`src/rtl/bram_stream_reader.sv`:
```
// Reads len consecutive words from a 1-cycle-latency BRAM port, starting at base_addr and wrapping at DEPTH.
// The words leave as a valid/ready stream with a last flag. Credits on a 4-entry FIFO make sure no returned word is dropped.
module bram_stream_reader #(
  parameter  int WIDTH      = 8,
  parameter  int DEPTH      = 1024,
  localparam int ADDR_WIDTH = $clog2(DEPTH),
  localparam int LEN_WIDTH  = ADDR_WIDTH + 1
) (
  input  logic                  clk,
  input  logic                  rst_n,
  input  logic                  start,
  input  logic [ADDR_WIDTH-1:0] base_addr,
  input  logic [LEN_WIDTH-1:0]  len,
  output logic                  busy,
  output logic                  done,
  output logic [WIDTH-1:0]      m_data,
  output logic                  m_valid,
  input  logic                  m_ready,
  output logic                  m_last,
  output logic                  mem_en,
  output logic                  mem_we,
  output logic [ADDR_WIDTH-1:0] mem_addr,
  output logic [WIDTH-1:0]      mem_wdata,
  input  logic [WIDTH-1:0]      mem_rdata,
  input  logic                  mem_rready
);

  typedef enum logic [1:0] {IDLE, RUN, DRAIN, FIN} state_t;

  state_t                state_reg, state_next;
  logic [ADDR_WIDTH-1:0] next_addr_reg, last_addr_reg, addr_inc;
  logic [LEN_WIDTH-1:0]  to_issue_reg, to_accept_reg, to_return_reg;
  logic [1:0]            inflight_reg;
  logic [WIDTH:0]        fifo_mem [4];
  logic [1:0]            wr_ptr_reg, rd_ptr_reg;
  logic [2:0]            count_reg;
  logic [3:0]            credit_used;
  logic                  accept_start, issue, push, pop, push_last;

  assign accept_start = (state_reg == IDLE) && start;
  assign credit_used  = 4'(count_reg) + 4'(inflight_reg);
  assign issue        = (state_reg == RUN) && (to_issue_reg != '0) && (credit_used < 4'd4);
  // Returns arriving in IDLE belong to a command abandoned by reset.
  assign push         = mem_rready && (state_reg != IDLE);
  assign push_last    = (to_return_reg == LEN_WIDTH'(1));
  assign m_valid      = (count_reg != '0);
  assign pop          = m_valid && m_ready;
  assign addr_inc     = (next_addr_reg == ADDR_WIDTH'(DEPTH - 1)) ? '0 : next_addr_reg + 1'b1;

  assign m_data    = fifo_mem[rd_ptr_reg][WIDTH-1:0];
  assign m_last    = m_valid && fifo_mem[rd_ptr_reg][WIDTH];
  assign mem_we    = 1'b0;
  assign mem_wdata = '0;

  always_ff @(posedge clk) begin
    if (!rst_n) state_reg <= IDLE;
    else        state_reg <= state_next;
  end

  always_comb begin
    state_next = state_reg;
    case (state_reg)
      IDLE:    if (start) state_next = (len == '0) ? FIN : RUN;
      RUN:     if (issue && (to_issue_reg == LEN_WIDTH'(1))) state_next = DRAIN;
      DRAIN:   if (pop && (to_accept_reg == LEN_WIDTH'(1))) state_next = FIN;
      FIN:     state_next = IDLE;
      default: state_next = IDLE;
    endcase
  end

  always_comb begin
    busy     = (state_reg != IDLE);
    done     = (state_reg == FIN);
    mem_en   = issue;
    mem_addr = issue ? next_addr_reg : last_addr_reg;
  end

  always_ff @(posedge clk) begin
    if (!rst_n) begin
      next_addr_reg <= '0;
      last_addr_reg <= '0;
      to_issue_reg  <= '0;
      to_accept_reg <= '0;
      to_return_reg <= '0;
      inflight_reg  <= '0;
    end else if (accept_start) begin
      next_addr_reg <= base_addr;
      to_issue_reg  <= len;
      to_accept_reg <= len;
      to_return_reg <= len;
    end else begin
      if (issue) begin
        next_addr_reg <= addr_inc;
        last_addr_reg <= next_addr_reg;
        to_issue_reg  <= to_issue_reg - 1'b1;
      end
      if (pop)  to_accept_reg <= to_accept_reg - 1'b1;
      if (push) to_return_reg <= to_return_reg - 1'b1;
      case ({issue, push})
        2'b10:   inflight_reg <= inflight_reg + 1'b1;
        2'b01:   inflight_reg <= inflight_reg - 1'b1;
        default: inflight_reg <= inflight_reg;
      endcase
    end
  end

  // Tag bit above the data marks the len-th returned word.
  always_ff @(posedge clk) begin
    if (!rst_n) begin
      for (int i = 0; i < 4; i++) fifo_mem[i] <= '0;
      wr_ptr_reg <= '0;
      rd_ptr_reg <= '0;
      count_reg  <= '0;
    end else begin
      if (push) begin
        fifo_mem[wr_ptr_reg] <= {push_last, mem_rdata};
        wr_ptr_reg           <= wr_ptr_reg + 1'b1;
      end
      if (pop) rd_ptr_reg <= rd_ptr_reg + 1'b1;
      case ({push, pop})
        2'b10:   count_reg <= count_reg + 1'b1;
        2'b01:   count_reg <= count_reg - 1'b1;
        default: count_reg <= count_reg;
      endcase
    end
  end

endmodule

```
`config.mk`:
```
export PLATFORM = sky130hd
export DESIGN_NAME = bram_stream_reader
export DESIGN_NICKNAME = d
export VERILOG_FILES = /design/src/rtl/bram_stream_reader.sv
export SDC_FILE = /design/constraint.sdc
export NUM_CORES = 1
export LEC_CHECK = 0
export ABC_AREA = 1
export CAP_MARGIN = 20
export CORE_MARGIN = 2
export CORE_UTILIZATION = 51
export CTS_CLUSTER_DIAMETER = 60
export CTS_CLUSTER_SIZE = 24
export DETAILED_ROUTE_END_ITERATION = 8
export PLACE_DENSITY = 0.77
export SLEW_MARGIN = 10
export SYNTH_ARGS = -nofsm -noshare
export SYNTH_HDL_FRONTEND = slang
export SYNTH_SLANG_ARGS = --single-unit
```
`constraint.sdc`:
```
create_clock -name clk -period 1.7 [get_ports clk]
set_input_delay 0.17 -clock clk [delete_from_list [all_inputs] [get_ports clk]]
set_output_delay 0.17 -clock clk [all_outputs]
set_load 0.01 [all_outputs]
```
Yosys cells after proc, flatten, opt, wreduce, memory -nomap -nowiden
Memories as Yosys holds them, arrays and structs flattened. A register that Yosys moved wholly into a read port is not among the register bits. Cells that the tools add are included.

$add $sub $neg: 11. Order comparisons: 1. Eq/ne operators: 14. Multiplexer cells: 26. Bitwise logic cells: 1. Reduce and logical (&&, ||, !) cells: 21.

Operator list (count): $mux W11 (6); $mux W10 (4); $eq A11 B1 Y1 const B (3); $sub A11 B1 Y11 const B (3); $mux W2 (7); $reduce_bool A2 Y1 (6); $logic_not A11 Y1 (1); $reduce_bool A11 Y1 (1); $add A10 B1 Y10 const B (1); $eq A10 B10 Y1 const B (1); $mux W9 (1); $reduce_or A9 Y1 (1); $eq A2 B2 Y1 const B (4); $logic_and A1 B1 Y1 (8); $pmux W2 S4 (1); $add A2 B1 Y2 const B (3); $eq A2 B1 Y1 const B (3); $pmux W3 S2 (1); $mux W1 (5); $add A3 B2 Y4 (1); $lt A4 B3 Y1 const B (1); $ne A2 B2 Y1 const B (2); $pmux W2 S2 (1); $add A3 B1 Y3 const B (1); 8 further kinds (8).

Register bits after elaboration: 64. Bits in writable memories: 36. Input port bits: 34. Output and inout port bits: 32. Word-level logic and storage cells: 85. Memories: 1.

Memories: fifo_mem (depth 4, width 9, read ports 1, clocked after Yosys merged registers in 1, wr ports 4, line 34) `logic [WIDTH:0] fifo_mem [4];`.

Depth between registers and ports, before layout
Word-level depth: 7. Gate-level depth with buffers: 12. Mapped depth without buffers: 12.

Least setup slack after synthesis
Ideal clock, no wire load.

Path kind: register -> register. Start: reg state_reg[0]. End: mem fifo_mem[2][0] (netlist bit) (enable). Library setup time: 334 ps. Data arrival time: 1615 ps. Required time: 1366 ps. Setup slack: -249 ps. Stages on the path, launching flop included: 11. Path buffers: 1. Clock period less this slack: 1949 ps. Cells stage by stage: dfxtp_1 -> inv_1 -> ha_1 -> inv_2 -> nand2_1 -> nor2_1 -> inv_1 -> nor2_1 -> nand2_1 -> clkbuf_1 -> nand2_1.

RTL lines: start: declaration (line 30) `state_t state_reg, state_next;`; start signal: assignment (line 57) `else state_reg <= state_next;`; end: declaration (line 34).

Worst setup path after layout
Start: reg count_reg[1]. End: out mem_addr[1].

Longest elaborated chain between the ends: 4.

Ends and longest elaborated chain: start: declaration (line 36) `logic [2:0] count_reg;`; start signal: assignment (line 121) `2'b10: count_reg <= count_reg + 1'b1;`; start signal: assignment (line 122) `2'b01: count_reg <= count_reg - 1'b1;`; start signal: assignment (line 123) `default: count_reg <= count_reg;`; $add A3 B2 Y4 (line 41) `assign credit_used = 4'(count_reg) + 4'(inflight_reg);`; $lt A4 B3 Y1 (line 42) `assign issue = (state_reg == RUN) && (to_issue_reg != '0) && (credit_used < 4'd4);`; $logic_and A1 B1 Y1 (line 42); $mux W10; end: declaration (line 22) `output logic [ADDR_WIDTH-1:0] mem_addr,`.

No other way between the ends.

==> impl_metrics.ini <==
[final_layout]
drive_gt1_share_pct = 34.0
fillerInstances = 691
top_register = fifo_mem
final_area_um2 = 8180
largest_register_ffs = 36
nNetsFinal = 957
layoutNonFillerInstCount = 1052
area_delta_synth_final_pct = 46.1
diodes = 0

[worst_setup_path]
cpPeakStageDelay_ps = 360
r2r_setup_slack_ps = -260
cp.required_ps = 1530
end_kind = output port
r2r_cells = 12
critPathMaxFanout = 5
cp_slowest_cell = dfxtp_2
crit_family = simple AND/OR/NAND/NOR gates
cp.arrival_ps = 1930
r2r-end = inflight_reg[1]
path_cells = ha_4, nor2_2, nand2_2, nor2_4, nand2_8, buf_6, buf_6, nand2_2, nand2_2, buf_6
crit_buf_inv = 3
start_kind = flop
critical_path_class = flop to output port
r2r_start = count_reg[1]

[synth]
syn_area_per_cell_um2 = 7.44
ys_types = 43
synthCells = 752
ys.flop_type = dfxtp_1
synthesis.area_um2 = 5600
yosys_warnings = 0
seq_area_frac_synth_pct = 42.9
synth-seq-cells = 102
synth_edf_count = 36
ys_async_sr_fraction_pct = 0

[min_path]
hold_end = next_addr_reg[8]
hold_start = base_addr[8]
worstHoldPathType = input pin to flop
hold_depth = 5

[route]
routed_wirelength_mm = 18.7
via_per_inst = 5.71
wl_per_cell_um = 17.7
antenna_left = 0
via_count = 6005
drc = 0
drtPass1Iterations = 5
drt_first_iter_violations = 651

[run_status]
status = complete, but fails checks
violations = negative setup slack

[clock_tree]
clkTransAtPathRegs_ps = 120
clkSinkCount = 102
cts_made_buffers = 9
htreeDepth = 3
clock_latency_ps = 410
clock_path_buffers = 2
cts_tree = yes
cts_hold_buf = 0
cts-root-buf = clkbuf_8

[timing]
worst_slew_pin_slew_ps = 643
finalHoldViolCount = 0
skew_ps = 14.2
slew_headroom_pct = 57.1
fmax_ghz = 0.477
worst_slack_ps = -396
drv_slew = 0
finalCritPeriodShare_pct = 123
whs_ps = 430
setup_viol = 102
finalCriticalPeriod_ps = 2100
rsz0062_at_grt = true

[run]
drv_cap = 0

[placed_design]
place_area_um2 = 6810
hpwl_mm = 10.2
portBuffers = 56
place_ws_ps = -352
dpl.cell_count = 991
globalplace.congestion = 0.906

[floorplanning]
rows = 38
die_h_um = 109
die_area_um2 = 11800
initial_utilization_pct = 51.9
core_area_um2 = 10800
fp.dieW_um = 109
ioPinCount = 66

[power_and_ir_drop]
p_sw_w = 0.00642
clkPwrFrac_pct = 11.5
p_seq_share_pct = 26.4
p_per_area_nw_per_um2 = 1750
ir_worst_vdd_mv = 1.22
comb_power_share_pct = 62.1
sw_frac_of_total_pct = 45.0
power.internal_w = 0.00786
leakage_nw = 3.64

[global_route]
grt.overflow.total = 0
grt_pass1_vias = 5526
grt_pass1_wl_mm = 25.4
grt_util_all_layers_pct = 27.4
antenna_found_initial = 0
grt_max_degree = 40
## what timing repair did
item,in CTS,in global routing
resized for setup,160,157
endpoints found under the setup margin,114,116
cloned,7,4
setup buffers,25,11
pin swaps,25,34
## layer usage
layer	vias up	GRT usage, %	part of all wire [%]
li1	2758	-	-
met1	2845	32.2	37
met2	318	49.8	52
met3	84	3.77	6.6
met4	0	11.7	4.4
met5	-	0	0
## cell families after synthesis
kind of cell | synth area share [%]
and+or+nand+nor | 24.5
adders and majority gates | 3.71
buffers and inverters | 10.2
DFF | 42.9
AOI/OAI and AO/OA | 16.7
xor gates and xnor gates | 1.88
other | 0.0670
## final cells by class
type                            instances  area, µm²  share of cell area, %
Clock inverter                          7       72.6                  0.888
Multi-Input combinational cell        528       3310                   40.5
Sequential cell                       102       2410                   29.5
Timing Repair inverter                  2       18.8                  0.230
Inverter                               97        417                   5.10
Tap cell                              140        175                   2.14
Clock buffer                            9        124                   1.52
Timing Repair Buffer                  167       1640                   20.0
## cells in the final DEF (no fill, tap or decap), types with 9 or more instances in the layout
cell             instances
buf_12                   9
a31oi_1                 12
clkbuf_8                 9
o21ai_2                 22
ha_1                     9
nand2_1                 82
nand2_4                 17
conb_1                   9
nand2_2                 19
inv_2                    9
o21ai_0                 30
a21oi_1                 36
edfxtp_1                36
nor2_4                  25
a21oi_2                 15
clkdlybuf4s50_1         33
nand3_1                 30
dfxtp_1                 58
o21ai_1                 31
buf_6                   29
buf_4                   72
nor2_1                 111
inv_1                   79
nor2_2                  14
## metrics by stage
step	power [W]	utilization [%]	TNS [ps]
global route	0.0151	75.7	-20110
floorplan	0.00760	-	-21.9
finish	0.0143	75.7	-14140
CTS	0.0128	70.0	-4950
detailed placement	0.0101	63.1	-9380
global placement	0.00980	63.1	-6370
## worst min-delay path: cells and delay by family
family	cells	cell delay, ps
and+or+nand+nor	3	180
AOI/OAI and AO/OA	1	50
buffers and inverters	1	400
## synthesized netlist by cell type, types with 3 or more instances
| cell | n | share of area [%] |
|---|---|---|
| o21ai_0 | 65 | 5.8 |
| nand3_1 | 33 | 3.0 |
| ha_1 | 15 | 3.4 |
| xnor2_1 | 3 | 0.47 |
| xor2_1 | 9 | 1.4 |
| inv_2 | 6 | 0.40 |
| nor2_2 | 6 | 0.67 |
| a21oi_2 | 9 | 1.4 |
| buf_2 | 10 | 0.89 |
| nor3_1 | 6 | 0.54 |
| nand2_2 | 10 | 1.1 |
| o22ai_1 | 8 | 0.89 |
| a21oi_1 | 44 | 3.9 |
| a31oi_1 | 13 | 1.5 |
| buf_4 | 9 | 1.2 |
| edfxtp_1 | 36 | 19 |
| nand4_1 | 5 | 0.56 |
| nor2_1 | 142 | 9.5 |
| nand2_1 | 106 | 7.1 |
| o21ai_1 | 17 | 1.5 |
| inv_1 | 90 | 6.0 |
| clkbuf_1 | 15 | 1.0 |
| dfxtp_1 | 66 | 24 |
## how the worst max path moves through the flow
stage | end | startpoint | cells after the start
final | mem_addr[1] | count_reg[1] | 10
after global routing | mem_addr[1] | count_reg[1] | 10
after CTS | mem_addr[0] | inflight_reg[1] | 9
after detailed placement | mem_addr[6] | count_reg[1] | 9
after global placement | mem_addr[5] | count_reg[1] | 9
after floorplan | inflight_reg[1] | count_reg[1] | 11
## power by group through the flow
stage          sequential [W]  combinational (W)  clock (W)
4_1_cts               0.00366            0.00756    0.00158
5_1_grt               0.00383            0.00955    0.00170
3_5_place_dp          0.00367            0.00639          0
2_1_floorplan         0.00361            0.00400          0
3_3_place_gp          0.00364            0.00616          0
6_report              0.00377            0.00886    0.00164
(Power assumes the default switching activity.)
